===== src/rtl/line_rd_pkg.sv =====
// Shared types and width helpers for the two-port cache-line read arbiter.
package line_rd_pkg;

    typedef enum logic [1:0] {
        StIdle,
        StIssue,
        StWait,
        StResp
    } rd_state_e;

    localparam int unsigned OFFSET_LEN_DEF = 6;

    function automatic int unsigned line_w(input int unsigned offset_len);
        return 32'(1) << (offset_len + 3);
    endfunction

    function automatic int unsigned word_sel_w(input int unsigned offset_len);
        return offset_len - 2;
    endfunction

    localparam int unsigned LINE_W     = line_w(OFFSET_LEN_DEF);
    localparam int unsigned WORD_SEL_W = word_sel_w(OFFSET_LEN_DEF);

    localparam logic PORT_IF  = 1'b0;
    localparam logic PORT_MEM = 1'b1;

endpackage


===== src/rtl/line_word_sel.sv =====
// Combinational pick of one 32-bit word out of a cache line by word offset.
module line_word_sel
    import line_rd_pkg::*;
#(
    parameter int unsigned OFFSET_LEN = 6,
    parameter int unsigned WORD_W     = 32
) (
    input  logic [line_w(OFFSET_LEN)-1:0]     i_line,
    input  logic [word_sel_w(OFFSET_LEN)-1:0] i_sel,
    output logic [WORD_W-1:0]                 o_word
);

    localparam int unsigned SW        = word_sel_w(OFFSET_LEN);
    localparam int unsigned NUM_WORDS = line_w(OFFSET_LEN) / WORD_W;

    always_comb begin
        o_word = '0;
        for (int unsigned k = 0; k < NUM_WORDS; k++) begin
            if (i_sel == SW'(k)) begin
                o_word = i_line[k*WORD_W +: WORD_W];
            end
        end
    end

endmodule


===== src/rtl/line_rd_arbiter.sv =====
// Round-robin two-port scheduler for a shared cache-line read port.
// Define LINE_RD_BYPASS_EN to add a last-line buffer that answers repeat-line hits directly.
module line_rd_arbiter
    import line_rd_pkg::*;
#(
    parameter int unsigned OFFSET_LEN = 6,
    parameter int unsigned ADDR_W     = 32,
    parameter int unsigned WORD_W     = 32
) (
    input  logic                         clk,
    input  logic                         rstn,
    input  logic                         req0_valid,
    input  logic [ADDR_W-1:0]            req0_addr,
    output logic                         req0_ready,
    output logic                         resp0_valid,
    output logic [WORD_W-1:0]            resp0_data,
    input  logic                         req1_valid,
    input  logic [ADDR_W-1:0]            req1_addr,
    output logic                         req1_ready,
    output logic                         resp1_valid,
    output logic [WORD_W-1:0]            resp1_data,
    output logic                         mem_en,
    output logic [ADDR_W-OFFSET_LEN-1:0] mem_addr,
    input  logic                         mem_rvalid,
    input  logic [line_w(OFFSET_LEN)-1:0] mem_rdata
);

    localparam int unsigned LW = line_w(OFFSET_LEN);
    localparam int unsigned SW = word_sel_w(OFFSET_LEN);

    rd_state_e         r_state;
    rd_state_e         w_state_d;
    logic              r_last_grant;
    logic              r_port;
    logic [ADDR_W-1:0] r_addr;
    logic [WORD_W-1:0] r_data0;
    logic [WORD_W-1:0] r_data1;

    logic              w_any;
    logic              w_gnt_port;
    logic [ADDR_W-1:0] w_gnt_addr;
    logic              w_hs;
    logic              w_hit;
    logic              w_load;
    logic              w_load_port;
    logic [LW-1:0]     w_sel_line;
    logic [SW-1:0]     w_sel_off;
    logic [WORD_W-1:0] w_word;
    logic              w_unused_addr;

    // On a tie the port that did not win last time is granted.
    assign w_any      = req0_valid | req1_valid;
    assign w_gnt_port = (req0_valid & req1_valid) ? ~r_last_grant : req1_valid;
    assign w_gnt_addr = w_gnt_port ? req1_addr : req0_addr;
    assign w_hs       = (r_state == StIdle) & w_any;

`ifdef LINE_RD_BYPASS_EN
    logic [LW-1:0]                r_buf;
    logic [ADDR_W-OFFSET_LEN-1:0] r_tag;
    logic                         r_buf_vld;

    assign w_hit      = w_hs & r_buf_vld & (w_gnt_addr[ADDR_W-1:OFFSET_LEN] == r_tag);
    // The selector serves the buffer in IDLE and the memory return otherwise.
    assign w_sel_line = (r_state == StIdle) ? r_buf : mem_rdata;
    assign w_sel_off  = (r_state == StIdle) ? w_gnt_addr[OFFSET_LEN-1:2]
                                            : r_addr[OFFSET_LEN-1:2];

    always_ff @(posedge clk or negedge rstn) begin
        if (!rstn) begin
            r_buf     <= '0;
            r_tag     <= '0;
            r_buf_vld <= 1'b0;
        end else if ((r_state == StWait) && mem_rvalid) begin
            r_buf     <= mem_rdata;
            r_tag     <= r_addr[ADDR_W-1:OFFSET_LEN];
            r_buf_vld <= 1'b1;
        end
    end
`else
    assign w_hit      = 1'b0;
    assign w_sel_line = mem_rdata;
    assign w_sel_off  = r_addr[OFFSET_LEN-1:2];
`endif

    line_word_sel #(
        .OFFSET_LEN (OFFSET_LEN),
        .WORD_W     (WORD_W)
    ) u_word_sel (
        .i_line (w_sel_line),
        .i_sel  (w_sel_off),
        .o_word (w_word)
    );

    assign w_load      = ((r_state == StWait) & mem_rvalid) | w_hit;
    assign w_load_port = (r_state == StIdle) ? w_gnt_port : r_port;

    always_comb begin
        w_state_d = r_state;
        unique case (r_state)
            StIdle:  if (w_hs) w_state_d = w_hit ? StResp : StIssue;
            StIssue: w_state_d = StWait;
            StWait:  if (mem_rvalid) w_state_d = StResp;
            StResp:  w_state_d = StIdle;
            default: w_state_d = StIdle;
        endcase
    end

    always_ff @(posedge clk or negedge rstn) begin
        if (!rstn) begin
            r_state      <= StIdle;
            r_last_grant <= PORT_MEM;
            r_port       <= PORT_IF;
            r_addr       <= '0;
            r_data0      <= '0;
            r_data1      <= '0;
        end else begin
            r_state <= w_state_d;
            if (w_hs) begin
                r_addr       <= w_gnt_addr;
                r_port       <= w_gnt_port;
                r_last_grant <= w_gnt_port;
            end
            if (w_load && (w_load_port == PORT_IF)) begin
                r_data0 <= w_word;
            end
            if (w_load && (w_load_port == PORT_MEM)) begin
                r_data1 <= w_word;
            end
        end
    end

    // Byte lane bits are latched with the address but never used.
    assign w_unused_addr = ^r_addr[1:0];

    assign req0_ready  = w_hs & (w_gnt_port == PORT_IF);
    assign req1_ready  = w_hs & (w_gnt_port == PORT_MEM);
    assign mem_en      = (r_state == StIssue);
    assign mem_addr    = r_addr[ADDR_W-1:OFFSET_LEN];
    assign resp0_valid = (r_state == StResp) & (r_port == PORT_IF);
    assign resp1_valid = (r_state == StResp) & (r_port == PORT_MEM);
    assign resp0_data  = r_data0;
    assign resp1_data  = r_data1;

endmodule


===== config.mk =====
export PLATFORM = sky130hd
export DESIGN_NAME = line_rd_arbiter
export DESIGN_NICKNAME = d
export VERILOG_FILES = /design/src/rtl/line_rd_pkg.sv /design/src/rtl/line_word_sel.sv /design/src/rtl/line_rd_arbiter.sv
export SDC_FILE = /design/constraint.sdc
export NUM_CORES = 1
export LEC_CHECK = 0
export CORE_AREA = 2 2 266 268
export CTS_BUF_LIST = sky130_fd_sc_hd__clkbuf_16
export CTS_CLUSTER_DIAMETER = 80
export DETAILED_ROUTE_END_ITERATION = 12
export DIE_AREA = 0 0 268 270
export PLACE_DENSITY = 0.51
export SYNTH_ARGS = -nofsm -noshare
export SYNTH_HDL_FRONTEND = slang
export SYNTH_SLANG_ARGS = --single-unit

===== constraint.sdc =====
create_clock -name clk -period 2.8 [get_ports clk]
set_clock_uncertainty 0.1 [all_clocks]
set_input_delay 0.56 -clock clk [delete_from_list [all_inputs] [get_ports clk]]
set_output_delay 0.56 -clock clk [all_outputs]
set_load 0.05 [all_outputs]

==> flow_metrics.py <==
metrics = {
    "yosys": {
        "ys_warn_count": 0,
        "synth-edff-count": 0,
        "netlist_instances": 1242,
        "syn_area_um2": 10200,
        "synthArstFlopShare_pct": 100,
        "synth-main-ff-cell": "dfrtp_1",
        "synth_top_area_cell": "dfrtp_1",
        "syn_nets": 1828,
        "ys_types": 73,
        "synth_seq_cells": 98,
        "synth_top_area_share_pct": 23.8,
        "ys_seq_area_share_pct": 24.1,
        "syn_area_per_cell_um2": 8.20,
        "synth.area.top_cells": "dfrtp_1 24%, mux2i_1 7.5%, a21oi_1 4.8%, o21ai_0 4.0%, mux2_2 3.9%",
    },
    "drt": {
        "drc": 0,
        "vias": 13300,
        "viasPerCell": 4.69,
        "wl_per_cell_um": 25.9,
        "drt_iter0_drc": 1099,
        "wl_um": 73500,
        "dr.pass1.iters": 8,
        "drtAntennaViolNets": 0,
    },
    "timing": {
        "period_needed_ps": 2710,
        "drv_slew": 0,
        "hold_viol_final": 0,
        "slew_headroom_pct": 30.1,
        "worst_pin_slew_ps": 1040,
        "max_freq_mhz": 369,
        "setup_viol": 0,
        "holdWs_ps": 396,
        "period_share_pct": 96.9,
        "rsz0062_at_grt": "no",
    },
    "grt": {
        "grt_antenna_before_repair": 16,
        "gr-total-overflow": 0,
        "grt_use_total_pct": 19.4,
        "grt_pass1_wl_um": 99800,
        "grt_pass1_vias": 13900,
        "grt_start_max_net_pins": 63,
    },
    "worst_setup_path": {
        "worstSetupPathType": "reg -> out",
        "critPathLaunchType": "flip-flop",
        "required_ps": 2140,
        "path_max_fanout": 4,
        "arrival_ps": 2050,
        "cp-end-kind": "primary output",
    },
    "die": {
        "core_um2": 69500,
        "num_rows": 97,
        "dieArea_um2": 72400,
        "pin_count": 676,
        "start_util_pct": 14.6,
        "die_w_um": 268,
        "die_h_um": 270,
    },
    "run_status": {
        "status": "finished clean",
    },
    "cts": {
        "tritoncts": "done",
        "cts_setup_buffers": 0,
        "cts_buffers": 9,
        "clock_sinks": 98,
        "ctsHtreeMaxLevel": 3,
        "clockRootBuffer": "clkbuf_16",
        "clk_path_buf_depth": 2,
        "insertion_delay_ps": 390,
        "clkTransAtPathRegs_ps": 90,
    },
    "final_layout": {
        "nNetsFinal": 2473,
        "final_cell_mix": "668 x clkdlybuf4s50_1, 101 x buf_4, 99 x nor2_1",
        "area_delta_synth_final_pct": 83.3,
        "layout_commonest_cell": "clkdlybuf4s50_1",
        "finish.utilization_pct": 26.8,
        "fin_cells": 2838,
        "drive_gt1_share_pct": 11.8,
    },
    "power_and_ir_drop": {
        "p_clk_share_pct": 7.4,
        "pwr-share-comb_pct": 78.2,
        "power_switching_uw": 10600,
        "power.density_nw_per_um2": 1040,
        "peakVddDrop_mv": 0.491,
        "internal-power_uw": 8750,
        "p_seq_share_pct": 14.4,
        "p_leak_uw": 0.00707,
        "switching_share_pct": 54.9,
        "p_total_uw": 19400,
    },
    "placement": {
        "portBuffers": 671,
        "dp_hpwl_um": 61700,
        "dp.cells": 2815,
        "place_congestion": 0.901,
    },
    "flow_run": {
        "cap_viol_max_count": 0,
    },
    "worst_hold_path": {
        "hp-class": "reg -> reg",
    },
}
[registers in the layout (all words and copies together), names as in the netlist]
name / flops
r_addr: 30
r_last_grant: 1
r_port: 1
r_state: 2
resp0_data: 32
resp1_data: 32
[final cells by class]
| class | count | area [um2] |
|---|---|---|
| flip-flops and latches | 98 | 2470 |
| inverters | 47 | 176 |
| multi-input cells | 942 | 6690 |
| clock inverters | 7 | 82.6 |
| well taps | 940 | 1180 |
| diodes | 6 | 15.0 |
| clock buffers | 9 | 225 |
| repair buffers | 789 | 7840 |
| fillers | 7464 | 50900 |
[power groups by stage]
stage / logic [uW] / clock network (uW) / registers (uW)
floorplan: 7580 / 0 / 3980
global placement: 15000 / 0 / 2820
detailed placement: 15100 / 0 / 2840
CTS: 15200 / 1510 / 2820
global route: 16000 / 1540 / 2890
finish: 15200 / 1420 / 2800
[cells by family after synthesis]
logic type / share of synthesized area (%)
adder cells (fa/ha/maj): 0.614
multiplexers: 14.7
buffers and inverters: 10.7
AND/OR/NAND/NOR: 16.9
flip-flops: 24.1
AO/OA/AOI/OAI: 32.9
[repair_timing]
item / CTS / global route
endpoints found under the setup margin: 1 / 2
endpoints found under the hold margin: 12 / 0
hold buffers: 1 / 0
gates resized for setup: 1 / 1
[synthesized netlist by cell type, types with 6 or more instances]
| master | n |
|---|---|
| buf_4 | 51 |
| mux2_2 | 35 |
| o221ai_1 | 13 |
| o21a_1 | 12 |
| a21oi_1 | 98 |
| a221oi_1 | 7 |
| a22oi_1 | 16 |
| mux2i_1 | 76 |
| o22a_1 | 12 |
| nand3b_1 | 12 |
| a2bb2oi_1 | 13 |
| o211ai_1 | 27 |
| buf_2 | 47 |
| o21ai_0 | 82 |
| and3b_1 | 12 |
| nor3b_1 | 19 |
| clkbuf_1 | 46 |
| a311oi_1 | 7 |
| a211oi_1 | 22 |
| nor2_1 | 100 |
| nand2_1 | 63 |
| a21o_1 | 7 |
| buf_6 | 10 |
| o31ai_1 | 20 |
| o21ai_1 | 11 |
| o32a_1 | 6 |
| o22ai_1 | 51 |
| o21ba_2 | 6 |
| nand3_1 | 12 |
| nor3_1 | 20 |
| nand2b_1 | 25 |
| and3_1 | 12 |
| o2bb2ai_1 | 7 |
| inv_1 | 44 |
| dfrtp_1 | 97 |
| mux4_2 | 15 |
| a222oi_1 | 32 |
| nor2b_1 | 19 |
[through the flow]
stage                     TNS [ps]  cell area (um2)  setup WS, ps
after floorplan                  0            10200           343
after global placement           0            18300          34.3
after detailed placement     -43.3            18300         -35.8
after CTS                        0            18600          45.5
after global routing             0            18700          9.67
final                            0            18700          87.2
[critical path, cell delays in order (launching register included)]
cell	delay (ps)
dfrtp_1	410
ha_1	240
nor2b_1	170
clkdlybuf4s50_1	850
[worst paths after layout]
kind                            cells past startpoint           from             end  slack [ps]
min in group asynchronous                           2           rstn       r_addr[3]         480
worst max register to register                      7      r_addr[2]  resp1_data[11]         200
worst max-delay path                                3     r_state[0]     resp0_valid          90
max in group asynchronous                           3           rstn   resp0_data[8]        1390
worst min register to register                      2  resp1_data[3]   resp1_data[3]         400
worst min-delay path                                2  resp1_data[3]   resp1_data[3]         400
[metal layers]
metal  global-route usage (%)  vias up  wire length (um)
met5                        0        -                54
met1                     22.1     6416             28200
li1                         -     6019                 -
met4                     6.98        8              2320
met2                     34.1      767             35900
met3                     5.84      101              7020
Power figures use the tool's default switching activity.
